--- src/rtl/ring_johnson_cnt_if.sv ---
// Control/status bundle for ring_johnson_cnt: the sequencer (master) drives the
// controls, the counter (slave) returns its state and the wrap/illegal pulses.
interface ring_johnson_cnt_if #(
    parameter int WIDTH = 4
);
    logic             en;
    logic             mode;
    logic             dir;
    logic             load;
    logic [WIDTH-1:0] load_val;
    logic [WIDTH-1:0] out;
    logic             wrap;
    logic             illegal;

    modport master (
        output en, mode, dir, load, load_val,
        input  out, wrap, illegal
    );

    modport slave (
        input  en, mode, dir, load, load_val,
        output out, wrap, illegal
    );
endinterface

--- src/rtl/ring_johnson_cnt.sv ---
// WIDTH-bit one-hot ring / Johnson shift counter with load, wrap pulse and, when
// RINGCNT_SELFCORRECT_EN is defined, illegal-state detection with return to home.
module ring_johnson_cnt #(
    parameter int WIDTH = 4
) (
    input  logic              clk,
    input  logic              rst,
    ring_johnson_cnt_if.slave bus
);
    localparam logic [WIDTH-1:0] HOME = {1'b1, {(WIDTH-1){1'b0}}};

    logic [WIDTH-1:0] out_q = HOME;
    logic [WIDTH-1:0] out_d;
    logic             wrap_q = 1'b0;
    logic             wrap_d;
    logic             illegal_q = 1'b0;
    logic             illegal_d;
    logic [WIDTH-1:0] shift_val;
    logic             feedback;

    // Johnson differs from ring only by inverting the bit that wraps around.
    always_comb begin
        feedback  = 1'b0;
        shift_val = out_q;
        if (bus.dir == 1'b0) begin
            feedback  = out_q[0] ^ bus.mode;
            shift_val = {feedback, out_q[WIDTH-1:1]};
        end else begin
            feedback  = out_q[WIDTH-1] ^ bus.mode;
            shift_val = {out_q[WIDTH-2:0], feedback};
        end
    end

`ifdef RINGCNT_SELFCORRECT_EN
    localparam int CNT_W = $clog2(WIDTH + 1);

    logic [CNT_W-1:0] ones_cnt;
    logic [CNT_W-1:0] edge_cnt;
    logic             state_legal;

    // Ring states must be one-hot; Johnson states may hold at most one 0/1 boundary.
    always_comb begin
        ones_cnt = '0;
        edge_cnt = '0;
        for (int i = 0; i < WIDTH; i++) begin
            ones_cnt = ones_cnt + CNT_W'(out_q[i]);
        end
        for (int i = 0; i < WIDTH - 1; i++) begin
            edge_cnt = edge_cnt + CNT_W'(out_q[i] ^ out_q[i+1]);
        end
        state_legal = bus.mode ? (edge_cnt <= CNT_W'(1)) : (ones_cnt == CNT_W'(1));
    end
`endif

    always_comb begin
        out_d     = out_q;
        wrap_d    = 1'b0;
        illegal_d = 1'b0;
        if (bus.load) begin
            out_d = bus.load_val;
        end else if (bus.en) begin
`ifdef RINGCNT_SELFCORRECT_EN
            if (!state_legal) begin
                out_d     = HOME;
                illegal_d = 1'b1;
            end else begin
                out_d  = shift_val;
                wrap_d = (shift_val == HOME);
            end
`else
            out_d  = shift_val;
            wrap_d = (shift_val == HOME);
`endif
        end
    end

    always_ff @(posedge clk) begin
        if (rst) begin
            out_q     <= HOME;
            wrap_q    <= 1'b0;
            illegal_q <= 1'b0;
        end else begin
            out_q     <= out_d;
            wrap_q    <= wrap_d;
            illegal_q <= illegal_d;
        end
    end

    assign bus.out     = out_q;
    assign bus.wrap    = wrap_q;
    assign bus.illegal = illegal_q;
endmodule
--- src/flat_wrapper.sv ---
// flat-port wrapper written by rule: the top's interface ports become plain ports
module ring_johnson_cnt_flat 
#(
    parameter int WIDTH = 4
)
  (clk, rst, bus_en, bus_mode, bus_dir, bus_load, bus_load_val, bus_out, bus_wrap, bus_illegal);
  ring_johnson_cnt_if #(.WIDTH(WIDTH)) bus_i ();
  input  logic clk;
  input  logic rst;
  input wire logic [$bits(bus_i.en)-1:0] bus_en;
  input wire logic [$bits(bus_i.mode)-1:0] bus_mode;
  input wire logic [$bits(bus_i.dir)-1:0] bus_dir;
  input wire logic [$bits(bus_i.load)-1:0] bus_load;
  input wire logic [$bits(bus_i.load_val)-1:0] bus_load_val;
  output wire logic [$bits(bus_i.out)-1:0] bus_out;
  output wire logic [$bits(bus_i.wrap)-1:0] bus_wrap;
  output wire logic [$bits(bus_i.illegal)-1:0] bus_illegal;
  assign bus_i.en = bus_en;
  assign bus_i.mode = bus_mode;
  assign bus_i.dir = bus_dir;
  assign bus_i.load = bus_load;
  assign bus_i.load_val = bus_load_val;
  assign bus_out = bus_i.out;
  assign bus_wrap = bus_i.wrap;
  assign bus_illegal = bus_i.illegal;
  ring_johnson_cnt #(.WIDTH(WIDTH)) u_core (.clk(clk), .rst(rst), .bus(bus_i));
endmodule
--- config.mk ---
export PLATFORM = sky130hd
export DESIGN_NAME = ring_johnson_cnt_flat
export DESIGN_NICKNAME = d
export VERILOG_FILES = /design/src/rtl/ring_johnson_cnt_if.sv /design/src/rtl/ring_johnson_cnt.sv /design/src/flat_wrapper.sv
export SDC_FILE = /design/constraint.sdc
export NUM_CORES = 1
export LEC_CHECK = 0
export BUFFER_PORTS_ARGS = -buffer_cell sky130_fd_sc_hd__buf_2
export CORE_AREA = 8 8 45 47
export CTS_CLUSTER_SIZE = 10
export DETAILED_ROUTE_END_ITERATION = 12
export DIE_AREA = 0 0 53 55
export GPL_ROUTABILITY_DRIVEN = 0
export GPL_TIMING_DRIVEN = 0
export MAX_ROUTING_LAYER = met4
export PLACE_DENSITY = 0.51
export REMOVE_ABC_BUFFERS = 1
export SETUP_SLACK_MARGIN = 0.2
export SLEW_MARGIN = 20
export SYNTH_ARGS = -nofsm -noshare
export SYNTH_HDL_FRONTEND = slang
export SYNTH_SLANG_ARGS = --single-unit
--- constraint.sdc ---
create_clock -name clk -period 1.7 [get_ports clk]
set_clock_uncertainty 0.15 [all_clocks]
set_input_delay 0.17 -clock clk [delete_from_list [all_inputs] [get_ports clk]]
set_output_delay 0.17 -clock clk [all_outputs]
set_load 0.005 [all_outputs]
# After elaboration in Yosys (flattened, before gate mapping)
# Index checks and enable logic that the tools add are counted.
word_totals:
  in_bits: 10
  wordCells: 11
  register_bits: 5
classes:
  n_reduce_logical: 2
  bitwise_logic: 3
  n_eq_ne: 1
  mux: 3
op_table:
  columns: ["op", "n"]
  rows:
  - ["2-to-1 mux 4 bit", 3]
  - ["equality test 4 bit, second input constant", 1]
  - ["OR reduction 3 bit", 1]
  - ["nonzero test 2 bit", 1]
  - ["bitwise XOR 1 bit", 2]
  - ["NOT 1 bit", 1]

# Longest topological paths before layout
logic_depth:
  depth_word: 4
  ltp_mapped: 4

# Least setup slack after synthesis
# Ideal clock, no wire load.
synth_timing:
  path_kind: "register to register"
  from: "reg u_core.out_q[3], in the netlist u_core.bus.out[3]"
  to: "reg u_core.wrap_q, in the netlist u_core.bus.wrap"
  slack_ns: 0.379
  stages_incl_launch_ff: 4
  arrival_ns: 1.113
  setup_time_ns: 0.058
  period_less_slack_ns: 1.321
  t_required_ns: 1.492
  path_cell_list: "dfxtp_1 -> or4b_1 -> o22ai_1 -> o21a_1"
synth_via:
  elab_chain_cells: 3
synth_lines:
  columns: ["element", "line", "source"]
  rows:
  - ["start, declared", "ring_johnson_cnt.sv:12", "logic [WIDTH-1:0] out_q = HOME;"]
  - ["start signal, assigned", "ring_johnson_cnt.sv:83", "out_q <= out_d;"]
  - ["bitwise XOR 1 bit", "ring_johnson_cnt.sv:29", "feedback = out_q[WIDTH-1] ^ bus.mode;"]
  - ["2-to-1 mux 4 bit (*)", "ring_johnson_cnt.sv:25", "if (bus.dir == 1'b0) begin"]
  - ["equality test 4 bit (*)", "ring_johnson_cnt.sv:72", "wrap_d = (shift_val == HOME);"]
  - ["end signal, assigned", "ring_johnson_cnt.sv:84", "wrap_q <= wrap_d;"]
  - ["end, declared", "ring_johnson_cnt.sv:14", "logic wrap_q = 1'b0;"]
# Mark *: on every way between the ends. The rest lies on a longest branch, timed or not.
# A chain may end at the register's enable or synchronous reset.

# Worst setup path after layout
layout_timing:
  from: "reg u_core.out_q[0], in the netlist u_core.bus.out[0]"
  to: "reg u_core.wrap_q, in the netlist u_core.bus.wrap"
layout_via:
  elab_chain_cells: 3
layout_lines:
  columns: ["element", "line", "source"]
  rows:
  - ["bitwise XOR 1 bit", "ring_johnson_cnt.sv:26", "feedback = out_q[0] ^ bus.mode;"]
  - ["2-to-1 mux 4 bit (*)", "ring_johnson_cnt.sv:25", null]
  - ["equality test 4 bit (*)", "ring_johnson_cnt.sv:72", null]
# Marked as above.

==> results.toml <==
[synthesis]
netlist_area_um2 = 344
synth_seq_area_share = 0.291
ys_ff_latch = 5
syn_inst = 42
syn_avg_cell_area_um2 = 8.19
yosys_warnings = 0
synth.distinct_cells = 27

[global_routing]
grt_use_total = 0.0665
grt_pass1_vias = 311
grt_pass1_wl_um = 1340
grt_max_degree = 11
grt_overflow = 0
antenna_found_initial = 0

[layout]
final_layout_size_suffix_gt1_frac = 0.304
final_common_cell = "buf_2"
design_area_um2 = 434
fin_nets = 67
diodes = 0
layout_common_cells = "14 x buf_2, 5 x dfxtp_1, 4 x a21oi_1"
area_growth_syn_to_layout_pct = 26.2
fillers = 166

[critical_path]
worstSetupEndpoint = "u_core.bus.wrap"
ff2ff_setup_slack_ns = 0.33
cp_num_buf_inv = 0
startpoint_type = "flop"
max_stage_delay_ns = 0.46
crit_family = "simple AND/OR/NAND/NOR gates"
cp-startpoint = "u_core.bus.out[0]"
worstReg2RegEnd = "u_core.bus.wrap"
rr_startpoint = "u_core.bus.out[0]"
r2r_cells = 3
cp.arrival_ns = 1.41
end_kind = "flop"
worstPathRequired_ns = 1.74
worstPathMaxFanout = 7
critPathKind = "reg -> reg"
path_cells = "or4b_1 -> o22ai_1 -> o21a_1"
crit_cells = 3
slowest_stage = "or4b_1"

[drt]
post-route-drc-count = 0
viasPerCell = 4.83
wl_um = 851
detail-route-antenna-nets = 0
num_vias = 348
dr.pass1.iters = 2
avgRoutedWirePerCell_um = 11.8
drt-initial-drc-count = 9

[power]
p_total_mw = 0.338
power_frac_comb = 0.187
pwr-share-seq = 0.407
intPower_mw = 0.247
power.switching_mw = 0.0909
p_leak_nw = 0.191
power_frac_clock = 0.407
ir_drop_mv = 0.326
pwr_density_cell_nw_per_um2 = 779
swShare = 0.269

[clock_tree]
hold_buffers = 0
path_clk_slew_ns = 0.04
clock_sinks = 5
ctsResizeCount = 0
cts_tree = "yes"
post_cts_buffers = 0
clk_latency_ns = 0.24
root_buffer = "clkbuf_4"
cts-buffers-inserted = 3
htree_levels = 1
clock_path_buffers = 2

[worst_hold_path]
hold_depth = 3
min_path_type = "in -> reg"

[placed_design]
numPortBuffers = 14
pre_cts_ws_ns = 0.325
placed_area_um2 = 408

[timing]
fin_tns_setup_ns = 0
period_share = 0.807
timing.final.ws_setup_ns = 0.329
hold_viol = 0
finalCriticalPeriod_ns = 1.37
fmax_ghz = 0.729
rsz0062_at_grt = "false"
setup_viol = 0
drv_slew = 0

[floorplan]
die-width_um = 53
row_count = 14
core_um2 = 1380
ios = 16
die_area_um2 = 2920
initial_utilization = 0.249
die-height_um = 55

[status]
status = "complete, no violations"

[run]
drv_cap = 0
## cell type report
type,count,area (µm²),share of cell area
well taps,16,20.0,0.0461
multi-input cells,32,214,0.493
flip-flops and latches,5,100,0.231
clock buffers,4,26.3,0.0605
inverters,1,3.75,0.00865
repair buffers,14,70.1,0.161
## worst reg2reg max path, delay by kind of cell (launching register included)
kind            cells  cell delay, ns
simple gates        1            0.46
compound gates      2            0.27
flops               1            0.44
## synth_stat cells, drive strengths merged
master,instances,share of area
a21oi,4,0.058
nor2b,2,0.036
buf,3,0.065
xor2,1,0.025
o22ai,1,0.018
or3b,1,0.025
o21a,1,0.022
mux2i,2,0.058
dfxtp,5,0.29
nor4b,1,0.025
xnor2,1,0.025
or4b,1,0.029
o31a,1,0.025
inv,1,0.011
o21ai,1,0.015
clkbuf,1,0.011
a31oi,2,0.036
nor2,3,0.033
nand4,1,0.018
a211oi,1,0.022
nand3b,2,0.044
a211o,2,0.051
nand2,2,0.022
conb,1,0.011
nor3b,1,0.022
## power by group through the flow
| stage | registers (mW) | clock network [mW] | logic (mW) |
|---|---|---|---|
| floorplan | 0.138 | 0 | 0.0313 |
| global placement | 0.140 | 0 | 0.0636 |
| detailed placement | 0.139 | 0 | 0.0641 |
| global route | 0.139 | 0.152 | 0.0711 |
| finish | 0.138 | 0.138 | 0.0631 |
| CTS | 0.137 | 0.144 | 0.0645 |
## through the flow
step | util | instances | hold WS, ns
after floorplan | - | 38 | 0.0891
after global placement | 0.295 | 68 | 0.262
after detailed placement | 0.295 | 68 | 0.271
after CTS | 0.314 | 72 | 0.0137
after global routing | 0.314 | 72 | 0.0176
final | 0.314 | 72 | 0.0121
## cell families (layout without fill, tap and decap cells)
logic type,after synthesis,in the layout,synth area share
other,1,1,0.0109
flip-flops,5,5,0.291
AO/OA/AOI/OAI,13,13,0.247
multiplexers,2,2,0.0582
AND/OR/NAND/NOR,14,14,0.255
XOR/XNOR,2,2,0.0509
buffers and inverters,5,19,0.0872
## worst min-delay path by stage
stage | to | from | slack [ns]
2_1_floorplan | u_core.bus.out[1] | rst | 0.09
3_3_place_gp | u_core.bus.out[1] | bus_load_val[1] | 0.26
3_5_place_dp | u_core.bus.out[1] | bus_load_val[1] | 0.27
4_1_cts | u_core.bus.out[1] | bus_load_val[1] | 0.01
5_1_grt | u_core.bus.out[2] | bus_load_val[2] | 0.02
6_report | u_core.bus.out[1] | bus_load_val[1] | 0.01
## sequential cells by signal (all words and copies together) (netlist names)
name	count
u_core.bus.out	4
u_core.bus.wrap	1
## per-layer routing
layer  GRT usage  share of wire
met3      0.0508           0.13
met5           -              0
met1      0.0654           0.42
met4      0.0259         0.0094
met2      0.0977           0.44
Power figures use the tool's default switching activity.
